$ cat src/rtl/veririsc_pkg.sv
// Shared constants for the VeriRISC memory-side responder: controller phases,
// bus FSM states and protocol error codes.
package veririsc_pkg;

    localparam logic [2:0] PH_INST_ADDR  = 3'd0;
    localparam logic [2:0] PH_INST_FETCH = 3'd1;
    localparam logic [2:0] PH_INST_LOAD  = 3'd2;
    localparam logic [2:0] PH_IDLE       = 3'd3;
    localparam logic [2:0] PH_OP_ADDR    = 3'd4;
    localparam logic [2:0] PH_OP_FETCH   = 3'd5;
    localparam logic [2:0] PH_ALU_OP     = 3'd6;
    localparam logic [2:0] PH_STORE      = 3'd7;

    typedef enum logic [1:0] {
        S_IDLE,
        S_READ,
        S_WRITE,
        S_HALT
    } bus_state_t;

    localparam logic [2:0] ERR_NONE    = 3'd0;
    localparam logic [2:0] ERR_RD_WR   = 3'd1;
    localparam logic [2:0] ERR_RD_DE   = 3'd2;
    localparam logic [2:0] ERR_WR_NODE = 3'd3;
    localparam logic [2:0] ERR_WR_SEL  = 3'd4;
    localparam logic [2:0] ERR_WPROT   = 3'd5;

endpackage

$ cat src/rtl/mem_bus_responder_mem_array.sv
// Unified instruction/data memory: registered read with enable, one bus write
// port and one boot/debug write port that wins on an address collision.
module mem_array
    import veririsc_pkg::*;
#(
    parameter int DATA_WIDTH = 8,
    parameter int ADDR_WIDTH = 5
) (
    input  logic                  clk,
    input  logic                  rst_n,
    input  logic                  rd_en,
    input  logic [ADDR_WIDTH-1:0] rd_addr,
    input  logic                  bus_we,
    input  logic [ADDR_WIDTH-1:0] bus_addr,
    input  logic [DATA_WIDTH-1:0] bus_wdata,
    input  logic                  prog_we,
    input  logic [ADDR_WIDTH-1:0] prog_addr,
    input  logic [DATA_WIDTH-1:0] prog_wdata,
    output logic [DATA_WIDTH-1:0] rd_data
);

    logic [DATA_WIDTH-1:0] mem [2**ADDR_WIDTH];

    // Storage is deliberately left without reset so it maps onto plain RAM.
    always_ff @(posedge clk) begin
        if (bus_we && !(prog_we && (prog_addr == bus_addr))) begin
            mem[bus_addr] <= bus_wdata;
        end
        if (prog_we) begin
            mem[prog_addr] <= prog_wdata;
        end
    end

    always_ff @(posedge clk or negedge rst_n) begin
        if (!rst_n) begin
            rd_data <= '0;
        end else if (rd_en) begin
            rd_data <= mem[rd_addr];
        end
    end

endmodule

$ cat src/rtl/mem_bus_responder.sv
// Memory-side responder to the VeriRISC controller strobes (sel, rd, wr, data_e).
// Define WRITE_PROTECT_EN to suppress bus writes below WP_LIMIT (error code 5).
module mem_bus_responder
    import veririsc_pkg::*;
#(
    parameter int DATA_WIDTH  = 8,
    parameter int ADDR_WIDTH  = 5,
    parameter int PHASE_WIDTH = 3
`ifdef WRITE_PROTECT_EN
    , parameter int WP_LIMIT  = 16
`endif
) (
    input  logic                   clk,
    input  logic                   rst_n,
    input  logic [PHASE_WIDTH-1:0] phase,
    input  logic                   sel,
    input  logic                   rd,
    input  logic                   wr,
    input  logic                   data_e,
    input  logic                   halt,
    input  logic [ADDR_WIDTH-1:0]  pc_addr,
    input  logic [ADDR_WIDTH-1:0]  ir_addr,
    input  logic [DATA_WIDTH-1:0]  ac_data,
    input  logic                   prog_we,
    input  logic [ADDR_WIDTH-1:0]  prog_addr,
    input  logic [DATA_WIDTH-1:0]  prog_data,
    output logic [DATA_WIDTH-1:0]  rd_data,
    output logic                   mem_valid,
    output logic [DATA_WIDTH-1:0]  bus_data,
    output logic                   proto_err,
    output logic [2:0]             err_code
);

    bus_state_t            state_q, state_d;
    logic [ADDR_WIDTH-1:0] addr_q;
    logic                  rd_en, bus_we;
    logic                  err_hit;
    logic [2:0]            err_code_d;
    logic                  addr_phase;

    assign addr_phase = (phase == PHASE_WIDTH'(PH_INST_ADDR)) ||
                        (phase == PHASE_WIDTH'(PH_OP_ADDR));

    always_ff @(posedge clk or negedge rst_n) begin
        if (!rst_n) begin
            addr_q <= '0;
        end else if (addr_phase && !halt) begin
            addr_q <= sel ? pc_addr : ir_addr;
        end
    end

    // Illegal strobe combinations, highest priority first; ignored while halted.
    always_comb begin
        err_code_d = ERR_NONE;
        if (!halt) begin
            if (rd && wr) begin
                err_code_d = ERR_RD_WR;
            end else if (rd && data_e) begin
                err_code_d = ERR_RD_DE;
            end else if (wr && !data_e) begin
                err_code_d = ERR_WR_NODE;
            end else if (wr && sel) begin
                err_code_d = ERR_WR_SEL;
`ifdef WRITE_PROTECT_EN
            end else if (wr && (32'(addr_q) < 32'(WP_LIMIT))) begin
                err_code_d = ERR_WPROT;
`endif
            end
        end
        err_hit = (err_code_d != ERR_NONE);
    end

    always_ff @(posedge clk or negedge rst_n) begin
        if (!rst_n) begin
            state_q <= S_IDLE;
        end else begin
            state_q <= state_d;
        end
    end

    // Reads and writes fire only on the IDLE exit so a held strobe acts once.
    always_comb begin
        state_d = state_q;
        rd_en   = 1'b0;
        bus_we  = 1'b0;
        if (halt) begin
            state_d = S_HALT;
        end else if (err_hit) begin
            state_d = S_IDLE;
        end else begin
            case (state_q)
                S_IDLE: begin
                    if (rd) begin
                        state_d = S_READ;
                        rd_en   = 1'b1;
                    end else if (wr && data_e && !sel) begin
                        state_d = S_WRITE;
                        bus_we  = 1'b1;
                    end
                end
                S_READ:  if (!rd) state_d = S_IDLE;
                S_WRITE: if (!wr) state_d = S_IDLE;
                S_HALT:  state_d = S_IDLE;
                default: state_d = S_IDLE;
            endcase
        end
    end

    always_ff @(posedge clk or negedge rst_n) begin
        if (!rst_n) begin
            proto_err <= 1'b0;
            err_code  <= ERR_NONE;
        end else if (err_hit && !proto_err) begin
            proto_err <= 1'b1;
            err_code  <= err_code_d;
        end
    end

    assign mem_valid = (state_q == S_READ);
    assign bus_data  = data_e ? ac_data : (mem_valid ? rd_data : '0);

    mem_array #(
        .DATA_WIDTH (DATA_WIDTH),
        .ADDR_WIDTH (ADDR_WIDTH)
    ) u_mem (
        .clk        (clk),
        .rst_n      (rst_n),
        .rd_en      (rd_en),
        .rd_addr    (addr_q),
        .bus_we     (bus_we),
        .bus_addr   (addr_q),
        .bus_wdata  (ac_data),
        .prog_we    (prog_we),
        .prog_addr  (prog_addr),
        .prog_wdata (prog_data),
        .rd_data    (rd_data)
    );

endmodule

$ cat config.mk
export PLATFORM = sky130hd
export DESIGN_NAME = mem_bus_responder
export DESIGN_NICKNAME = d
export VERILOG_FILES = /design/src/rtl/veririsc_pkg.sv /design/src/rtl/mem_bus_responder_mem_array.sv /design/src/rtl/mem_bus_responder.sv
export SDC_FILE = /design/constraint.sdc
export NUM_CORES = 1
export LEC_CHECK = 0
export BUFFER_PORTS_ARGS = -buffer_cell sky130_fd_sc_hd__clkbuf_2
export CORE_MARGIN = 2
export CORE_UTILIZATION = 61
export CTS_BUF_LIST = sky130_fd_sc_hd__clkbuf_8
export DETAILED_ROUTE_END_ITERATION = 10
export GPL_ROUTABILITY_DRIVEN = 0
export PLACE_DENSITY = 0.83
export RECOVER_POWER = 100
export SLEW_MARGIN = 20
export SYNTH_ARGS = -nofsm -noshare
export SYNTH_HDL_FRONTEND = slang
export SYNTH_SLANG_ARGS = --single-unit
$ cat constraint.sdc
create_clock -name clk -period 2.95 [get_ports clk]
set_clock_uncertainty 0.2 [all_clocks]
set_input_delay 0.1475 -clock clk [delete_from_list [all_inputs] [get_ports clk]]
set_output_delay 0.1475 -clock clk [all_outputs]
set_load 0.02 [all_outputs]
== Word level (Yosys, flattened, before mapping) ==
Memories as Yosys holds them, arrays and structs flattened. A register that Yosys moved wholly into a read port is not among the register bits.
Cells that the tools add are included.

* Register bits after elaboration: 11
* Bits in latches: 0
* Bits in writable memories: 256
* Memory bits (read-only): 0
* Output and inout port bits: 21
* Logic and storage cells: 62
* Memories kept: 1

{| class="wikitable"
|+ Memory list
! name !! depth !! bits a word !! read ports !! clocked after memory_dff !! write ports !! line !! RTL
|-
| u_mem.mem || 32 || 8 || 1 || 1 || 2 || mem_bus_responder_mem_array.sv:22 || <nowiki>logic [DATA_WIDTH-1:0] mem [2**ADDR_WIDTH];</nowiki>
|}

* $add $sub $neg: 0
* Multiply operators: 0
* Divide/modulo/power cells: 0
* Order comparisons: 0
* Equality and inequality tests: 8
* Shift-type cells: 0
* Multiplexer cells: 28
* Bitwise operators: 0
* Reductions and logical operators: 21

{| class="wikitable"
|+ Operator list
! cell !! number
|-
| 8-bit 2-to-1 mux || 2
|-
| 3-bit 2-to-1 mux || 5
|-
| 1-bit 2-to-1 mux || 13
|-
| 2-bit 2-to-1 mux || 6
|-
| 1-bit logical AND || 10
|-
| 2-bit one-hot mux with 4 select lines || 1
|-
| 1-bit logical NOT || 6
|-
| 5-bit == test || 1
|-
| 5-bit 2-to-1 mux || 1
|-
| 5-bit inequality test (second input constant) || 1
|-
| 2-bit == test (second input constant) || 2
|-
| 4-bit by 3-bit inequality test with 1-bit output (second input constant) || 1
|-
| 4-bit inequality test (second input constant) || 1
|-
| 3-bit == test (second input constant) || 1
|-
| 3-bit logical NOT || 1
|-
| 3-bit AND reduction || 1
|-
| 3-bit nonzero test || 1
|-
| 2-bit by 1-bit == test with 1-bit output (second input constant) || 1
|-
| 2-bit logical NOT || 1
|-
| 1-bit logical OR || 1
|}

== Logic depth before layout (Yosys ltp) ==
Gate-level depths: netlist of the first run.

* Word-level depth: 12
* Mapped depth: 9
* Mapped depth without buffers: 5

== By module ==
A second synthesis of the first run with hierarchy kept.

* Cells, all modules: 1,052
* Area total of the unflattened synthesis: 14,789.2 sq um

{| class="wikitable"
|+ By module, submodules not included
! module !! instances !! cells each !! area an instance (sq um) !! seq. area each (sq um)
|-
| mem_array || 1 || 967 || 14,099.8 || 7,887.6
|-
| mem_bus_responder || 1 || 85 || 689.4 || 275.3
|}

== Worst setup path after synthesis of the first run ==
No wires, ideal clock.

* Path kind: flip-flop to flip-flop
* Start point: reg addr_q[1]
* End point: mem u_mem.mem[17][0] (enable)
* Data arrival time: 1.985 ns
* Slack: 0.381 ns
* Stages on the path, launching flop included: 7
* Buffers on the path: 4
* Period minus slack after synthesis: 2.569 ns
* Path through: dfrtp_1 > buf_6 > buf_4 > buf_4 > buf_2 > nand4b_2 > o21ai_0

{| class="wikitable"
|+ RTL lines
! item !! line !! RTL
|-
| from (decl) || mem_bus_responder.sv:35 || <nowiki>logic [ADDR_WIDTH-1:0] addr_q;</nowiki>
|-
| from (signal assigned) || mem_bus_responder.sv:48 || <nowiki>addr_q <= sel ? pc_addr : ir_addr;</nowiki>
|-
| to (decl) || mem_bus_responder_mem_array.sv:22 ||
|}

==> reports/metrics.cfg, run 1 <==
[outcome]
outcome=finished, final reports clean

[clock_network]
tritoncts=yes
clockBufferDepth=3
clk_pin_slew_ps=60
htreeDepth=2
cts_buffers=44
cts_sinks=275
clkLatencyLatePin_ps=560
cts-root-buf=clkbuf_8

[synthesis]
synth_cell_type_count=53
synth_edf_count=256
async_flop_share_pct=6.909
syn_area_sq_um=14540
synthCells=1006
syn_avg_cell_area_sq_um=14.45
yosys_register_bits=275
ys_top_cells_by_area=edfxtp_1 53%, mux2_2 20%, mux2i_1 4.6%, mux4_2 4.5%, dfrtp_1 3.3%
ys.flop_type=edfxtp_1
synth_top_cell_area_share_pct=52.87
synth_nets=1048
ys_warn_count=0
yosysTopAreaCell=edfxtp_1
yosysSeqAreaShare_pct=56.13

[place]
post-place-ws_ps=107.8
dp_hpwl_microns=23490
port_buffers=61
place_area_sq_um=15260

[detailed_routing]
drc_errors=0
routedWlPerCell_microns=25.66
routed_wl_microns=37110
drt_iter0_markers=1088
via_per_inst=6.633
ant_nets=0
via_count=9592
drtPass1Iterations=5

[final_layout]
fin_nets=1139
final_layout_size_suffix_gt1_share_pct=38.78
finish.utilization_pct=68.97
area_growth_pct=11.00
final_area_sq_um=16140
multi_input_area_sq_um=5944
regArea_sq_um=8164
num_antenna_cells=0
fillers=1590

[pwr]
power-per-cell-area_nw_per_um2=552.6
ir_drop_mv=0.3120
p_leak_uw=0.005617

[die]
die_h_microns=158.4
rows=56
initial_utilization_pct=62.14
die_w_microns=158.4
design.core.area_sq_um=23400
io_pins=63
die-area_sq_um=25090

[run]
max_cap_viol_count=0

[worst_setup_path]
critical-path-max-stage-delay_ps=630
worstPathCellList=buf_12 > mux2i_1 > o22ai_1 > or4_1 > a221oi_1 > a31oi_1
start_kind=flop
cp_slowest_cell=or4_1
worst_ep_required_time_ps=3170
cp-end-kind=flop
critPathKind=reg2reg
crit_path_max_fanout=27
crit_arrival_ps=3110

[timing]
tns_ps=0
worst_pin_slew_ps=965.6
fin_crit_sh_pct=97.83
layout_min_cycle_time_ps=2886
setup_viol=0
fin_ws_ps=63.93
slew_viol_final=0
finalHoldViolCount=0
fmax_ghz=0.3465
grt_setup_unrepaired=false
max_slew_margin_pct=35.62

[global_routing]
grt_pass1_vias=9497
antenna_found_initial=0
grt.total_usage_pct=30.16
overflow=0
grt_pass1_wl_microns=55680
grt_start_max_net_pins=34

[worst_hold_path]
hp-class=in2reg

[worst paths after layout]
check	startpoint	to	cells after the start	slack (ps)
worst max-delay path	addr_q[1]	u_mem.rd_data[4]	6	60
worst min-delay path	data_e	err_code[0]	4	70
worst max register to register	addr_q[1]	u_mem.rd_data[4]	6	60
worst min register to register	err_code[2]	err_code[2]	1	290
max in group asynchronous	rst_n	addr_q[1]	3	1300
min in group asynchronous	rst_n	u_mem.rd_data[2]	3	620
[kinds of logic after synthesis]
| kind of cell | count (synthesis) | share of synthesized area [%] |
|---|---|---|
| xor gates and xnor gates | 4 | 0.2409 |
| DFF | 275 | 56.13 |
| and+or+nand+nor | 155 | 5.817 |
| muxes | 360 | 29.55 |
| AOI/OAI and AO/OA | 113 | 5.077 |
| buffers and inverters | 99 | 3.184 |
[cells in the final DEF, fill, tap and decap left out, types with 8 or more instances in the layout]
cell | synthesis | final
mux4_2 | 29 | 29
buf_4 | 11 | 18
clkbuf_8 | 0 | 45
or4_1 | 8 | 8
nor2_1 | 36 | 44
nor2b_1 | 8 | 8
clkbuf_1 | 62 | 40
inv_1 | 3 | 23
o22ai_2 | 0 | 9
edfxtp_1 | 256 | 256
o22ai_1 | 45 | 36
a31oi_1 | 9 | 9
o21ai_0 | 26 | 24
mux2i_1 | 67 | 67
dfrtp_1 | 19 | 18
nand2_1 | 42 | 42
mux2_2 | 264 | 262
nand3_1 | 10 | 10
clkbuf_2 | 1 | 50
dlygate4sd3_1 | 0 | 24
[cell usage after synthesis, types with 3 or more instances]
cell type	n
mux2_2	264
edfxtp_1	256
mux2i_1	67
clkbuf_1	62
o22ai_1	45
nand2_1	42
nor2_1	36
mux4_2	29
o21ai_0	26
dfrtp_1	19
buf_2	15
buf_4	11
nand3_1	10
a31oi_1	9
nor2_2	8
nor2b_1	8
or4_1	8
a21oi_1	7
a221oi_1	7
a22oi_1	7
nor3_1	6
buf_6	4
nand3b_1	4
nor3b_1	4
xor2_1	4
and3_1	3
buf_1	3
inv_1	3
nand2b_1	3
nand4b_2	3
nand4bb_1	3
o31ai_1	3
or2_2	3
or3_1	3
[flip-flops by register name (all words and copies together), names as in the netlist]
name / flops
u_mem.mem: 256
u_mem.rd_data: 8
addr_q: 5
err_code: 3
state_q: 2
proto_err: 1
[worst max-delay path: cells and delay by family (launching register included)]
kind	cells	cell delay [ps]
buffers and inverters	1	280
AOI/OAI and AO/OA	3	690
DFF	1	610
and+or+nand+nor	1	630
muxes	1	320
[report_power, final]
group,internal (uW),switching (uW)
registers,4370,116
logic,680,905
clock network,1410,1450
total,6450,2470
[metrics by stage]
step	power (uW)	hold slack, ps	std cells
after global routing	9227	107.8	1446
after global placement	6044	-69.05	1346
after floorplan	5605	-348.1	1006
after detailed placement	6083	-69.75	1346
final	8920	65.35	1446
after CTS	8945	64.57	1446
[area by class of cell]
class / count / area share, %
sequential: 275 / 50.58
tap: 319 / 2.473
clock inverter: 31 / 0.7829
multi-input combinational: 632 / 36.83
inverter: 3 / 0.06977
timing repair buffer: 141 / 5.426
clock buffer: 45 / 3.837
[timing repair]
| item | 4_1_cts | 5_1_grt |
|---|---|---|
| hold endpoints to repair | 30 | 0 |
| endpoints found under the setup margin | 0 | 56 |
| setup buffers | 0 | 0 |
| resized for setup | 0 | 9 |
| hold buffers | 24 | 0 |
[layer usage]
layer  share of wire (%)  wire length (microns)  GRT usage, %  up-vias
li1                    -                      -             -     4131
met1                  39                  14400         40.11     4804
met2                  47                  17490         48.43      567
met3                  10                   3806         6.424       90
met4                 3.8                   1413         12.96        0
met5                   0                      0             0        -
Note: power is estimated with default switching activity, not from simulation.
==> run 2: changes to the inputs <==
--- a/config.mk
+++ b/config.mk
@@ -16,4 +16,5 @@
 export SLEW_MARGIN = 20
 export SYNTH_ARGS = -nofsm -noshare
 export SYNTH_HDL_FRONTEND = slang
+export SYNTH_HIERARCHICAL = 1
 export SYNTH_SLANG_ARGS = --single-unit
==> run 2 against run 1 <==
First-iteration DRC count grew 2.0%. Register-to-register slack gained 70 ps. Synthesized cell count grew 4.6%. Sequential power is essentially flat. Highest routed layer is now met5. Critical path depth grew 1. Clock power grew 12%. Fmax grew 2.3%. Via count grew 2.9%. Sequential cell count is the same. Count of clock-buffer cells in the layout grew 11. Cell count grew 2.7%. Utilization grew 0.17 points.
==> reports/metrics.cfg, run 2 <==
[final_layout]
final_area_sq_um=16330  ; was 16140 sq um
largest_reg_flops=256  ; unchanged
num_antenna_cells=0  ; unchanged
regArea_sq_um=8167  ; was 8164 sq um
area_growth_pct=10.39  ; was 11.00%
regMostFlops=u_mem/mem  ; was u_mem.mem
fillers=1635  ; was 1590
reg_top3=u_mem/mem: 256 flops, u_mem/rd_data: 8 flops, addr_q: 5 flops  ; was u_mem.mem: 256 flops, u_mem.rd_data: 8 flops, addr_q: 5 flops
multi_input_area_sq_um=5964  ; was 5944 sq um
mostFrequentLayoutCell=edfxtp_1  ; was mux2_2
final_cells=1485  ; was 1446
final_layout_size_suffix_gt1_share_pct=27.02  ; was 38.78%
finish.utilization_pct=69.14  ; was 68.97%
layout_common_cells=256 x edfxtp_1, 168 x mux2_2, 133 x mux2i_1, 96 x mux2_1, 65 x a22oi_1  ; was 262 x mux2_2, 256 x edfxtp_1, 67 x mux2i_1, 50 x clkbuf_2, 45 x clkbuf_8
fin_nets=1178  ; was 1139

[outcome]
outcome=finished, final reports clean  ; unchanged

[timing]
layout_min_cycle_time_ps=2820  ; was 2886 ps
fin_crit_sh_pct=95.60  ; was 97.83%
slew_viol_final=0  ; unchanged
tns_ps=0  ; unchanged
fmax_ghz=0.3546  ; was 0.3465 GHz
grt_setup_unrepaired=false  ; unchanged
finalHoldViolCount=0  ; unchanged
worst_pin_slew_ps=962.9  ; was 965.6 ps
max_slew_margin_pct=35.80  ; was 35.62%
setup_viol=0  ; unchanged

[synthesis]
ys_top_cells_by_count=256 x edfxtp_1, 169 x mux2_2, 133 x mux2i_1  ; was 264 x mux2_2, 256 x edfxtp_1, 67 x mux2i_1
synth_edf_count=256  ; unchanged
syn_area_sq_um=14790  ; was 14540 sq um
syn_avg_cell_area_sq_um=14.06  ; was 14.45 sq um
ys_warn_count=6  ; was 0
ys.flop_type=edfxtp_1  ; unchanged
yosysMostFrequentCell=edfxtp_1  ; was mux2_2
ys_top_cells_by_area=edfxtp_1 52%, mux2_2 13%, mux2i_1 9.0%, mux2_1 7.2%, a22oi_1 3.3%  ; was edfxtp_1 53%, mux2_2 20%, mux2i_1 4.6%, mux4_2 4.5%, dfrtp_1 3.3%
synth_top_cell_area_share_pct=51.98  ; was 52.87%
yosysTopAreaCell=edfxtp_1  ; unchanged
synthCells=1052  ; was 1006
yosysSeqAreaShare_pct=55.19  ; was 56.13%
yosys_register_bits=275  ; unchanged
synth_cell_type_count=50  ; was 53
async_flop_share_pct=6.909  ; unchanged
synth_nets=1094  ; was 1048

[detailed_routing]
via_count=9868  ; was 9592
ant_nets=0  ; unchanged
drt_iter0_markers=1110  ; was 1088
met2_length_microns=17640  ; was 17490 microns
route.met3.wl_microns=3922  ; was 3806 microns
dr.max_layer_used=met5  ; was met4
drc_errors=0  ; unchanged
drtPass1Iterations=6  ; was 5
routed_wl_microns=38440  ; was 37110 microns
via_per_inst=6.645  ; was 6.633
wl_met1_microns=15090  ; was 14400 microns
routedWlPerCell_microns=25.89  ; was 25.66 microns

[place]
place_area_sq_um=15470  ; was 15260 sq um
dp_hpwl_microns=23340  ; was 23490 microns
port_buffers=61  ; unchanged
dp.cells=1381  ; was 1346

[die]
io_pins=63  ; unchanged
initial_utilization_pct=62.63  ; was 62.14%
die_h_microns=159.7  ; was 158.4 microns
rows=56  ; unchanged
design.core.area_sq_um=23610  ; was 23400 sq um
die-area_sq_um=25510  ; was 25090 sq um
die_w_microns=159.7  ; was 158.4 microns

[worst_hold_path]
hp-class=in2reg  ; unchanged

[worst_setup_path]
start_kind=flop  ; unchanged
critPathKind=reg2reg  ; unchanged
regToRegStartpoint=addr_q[2]  ; was addr_q[1]
crit_path_max_fanout=14  ; was 27
critPathLaunch=addr_q[2]  ; was addr_q[1]
worst_ep_required_time_ps=3020  ; was 3170 ps
reg2reg_slack_ps=130  ; was 60 ps
cp-end-kind=flop  ; unchanged
reg2reg_depth=7  ; was 6
endpoint=u_mem/mem[4][3]  ; was u_mem.rd_data[4]
r2r-end=u_mem/mem[4][3]  ; was u_mem.rd_data[4]
crit_arrival_ps=2890  ; was 3110 ps

[global_routing]
antenna_found_initial=2  ; was 0
grt.total_usage_pct=29.89  ; was 30.16%
overflow=0  ; unchanged
grt_pass1_wl_microns=58000  ; was 55680 microns
grt_pass1_vias=9813  ; was 9497
grt_start_max_net_pins=43  ; was 34

[clock_network]
post_cts_buffers=0  ; unchanged
clk_pin_slew_ps=60  ; about the same
holdBufCountCts=26  ; was 24
clockBufferDepth=3  ; unchanged
cts-root-buf=clkbuf_8  ; unchanged
cts_sinks=275  ; unchanged
htreeDepth=2  ; unchanged
clkLatencyLatePin_ps=550  ; was 560 ps
tritoncts=yes  ; unchanged
cts_buffers=46  ; was 44
ctsResizeCount=0  ; unchanged

[pwr]
p_total_uw=9316  ; was 8920 uW
ir_drop_mv=0.2794  ; was 0.3120 mV
power-per-cell-area_nw_per_um2=570.6  ; was 552.6 nW/um^2
p_leak_uw=0.005973  ; was 0.005617 uW

[run]
max_cap_viol_count=0  ; unchanged

[run 2: cell count changes after synthesis, moves of 8 or more]
cell / before / now
a22oi_1: 7 / 65
nor4_1: 1 / 9
mux2_1: 0 / 95
mux2i_1: 67 / 133
mux4_2: 29 / 0
or4_1: 8 / 0
o21ai_1: 0 / 15
nor2_4: 0 / 9
nor2_1: 36 / 11
mux2_2: 264 / 169
o22ai_1: 45 / 16
o21ai_0: 26 / 14
a21oi_1: 7 / 38
[run 2: cell families (layout without fill, tap and decap cells)]
family	Yosys count	count (layout)	synth area share (%)
muxes	397	397	29.10
DFF	275	275	55.19
AOI/OAI and AO/OA	155	155	6.667
and+or+nand+nor	120	120	5.491
buffers and inverters	101	215	3.308
xor gates and xnor gates	4	4	0.2369
[run 2: area by class of cell]
type                            count  share of cell area [%]
Clock buffer                       56                   4.721
Timing Repair Buffer              136                   5.671
Multi-Input combinational cell    676                   36.53
Inverter                            1                 0.02299
Tap cell                          319                   2.445
Clock inverter                     22                  0.5825
Sequential cell                   275                   50.02
[run 2: worst min-delay path by stage]
stage                     slack (ps)                to  cells past startpoint    startpoint
after floorplan                 -350         addr_q[0]                      0         rst_n
after detailed placement         -70       err_code[0]                      1         rst_n
after global placement           -80       err_code[0]                      1         rst_n
after CTS                        220   u_mem/mem[5][7]                      5  prog_addr[0]
final                            240  u_mem/mem[23][3]                      4  prog_addr[4]
after global routing             230  u_mem/mem[23][3]                      4  prog_addr[2]
[run 2: power breakdown]
part	internal [uW]	switching, uW
sequential	4360	90.9
clock	1700	1480
combinational	661	1030
[run 2: metal layers]
layer,GRT usage [%],vias up
li1,-,4245
met2,46.38,575
met1,40.23,4927
met5,0,-
met3,6.883,119
met4,13.93,2
[run 2: per-stage QoR]
step	setup slack [ps]	hold slack (ps)
global placement	437.9	-80.18
global route	66.59	227.9
finish	129.9	240.8
detailed placement	345.4	-72.12
floorplan	496.8	-348.1
CTS	330.7	221.5
[run 2: critical path: stages (launching register included)]
cell and delay, ps:
dfrtp_1 740, xor2_1 130, nor3_1 270, nand2_1 110
nand4bb_1 210, clkbuf_1 470, o21ai_1 160, clkbuf_2 230
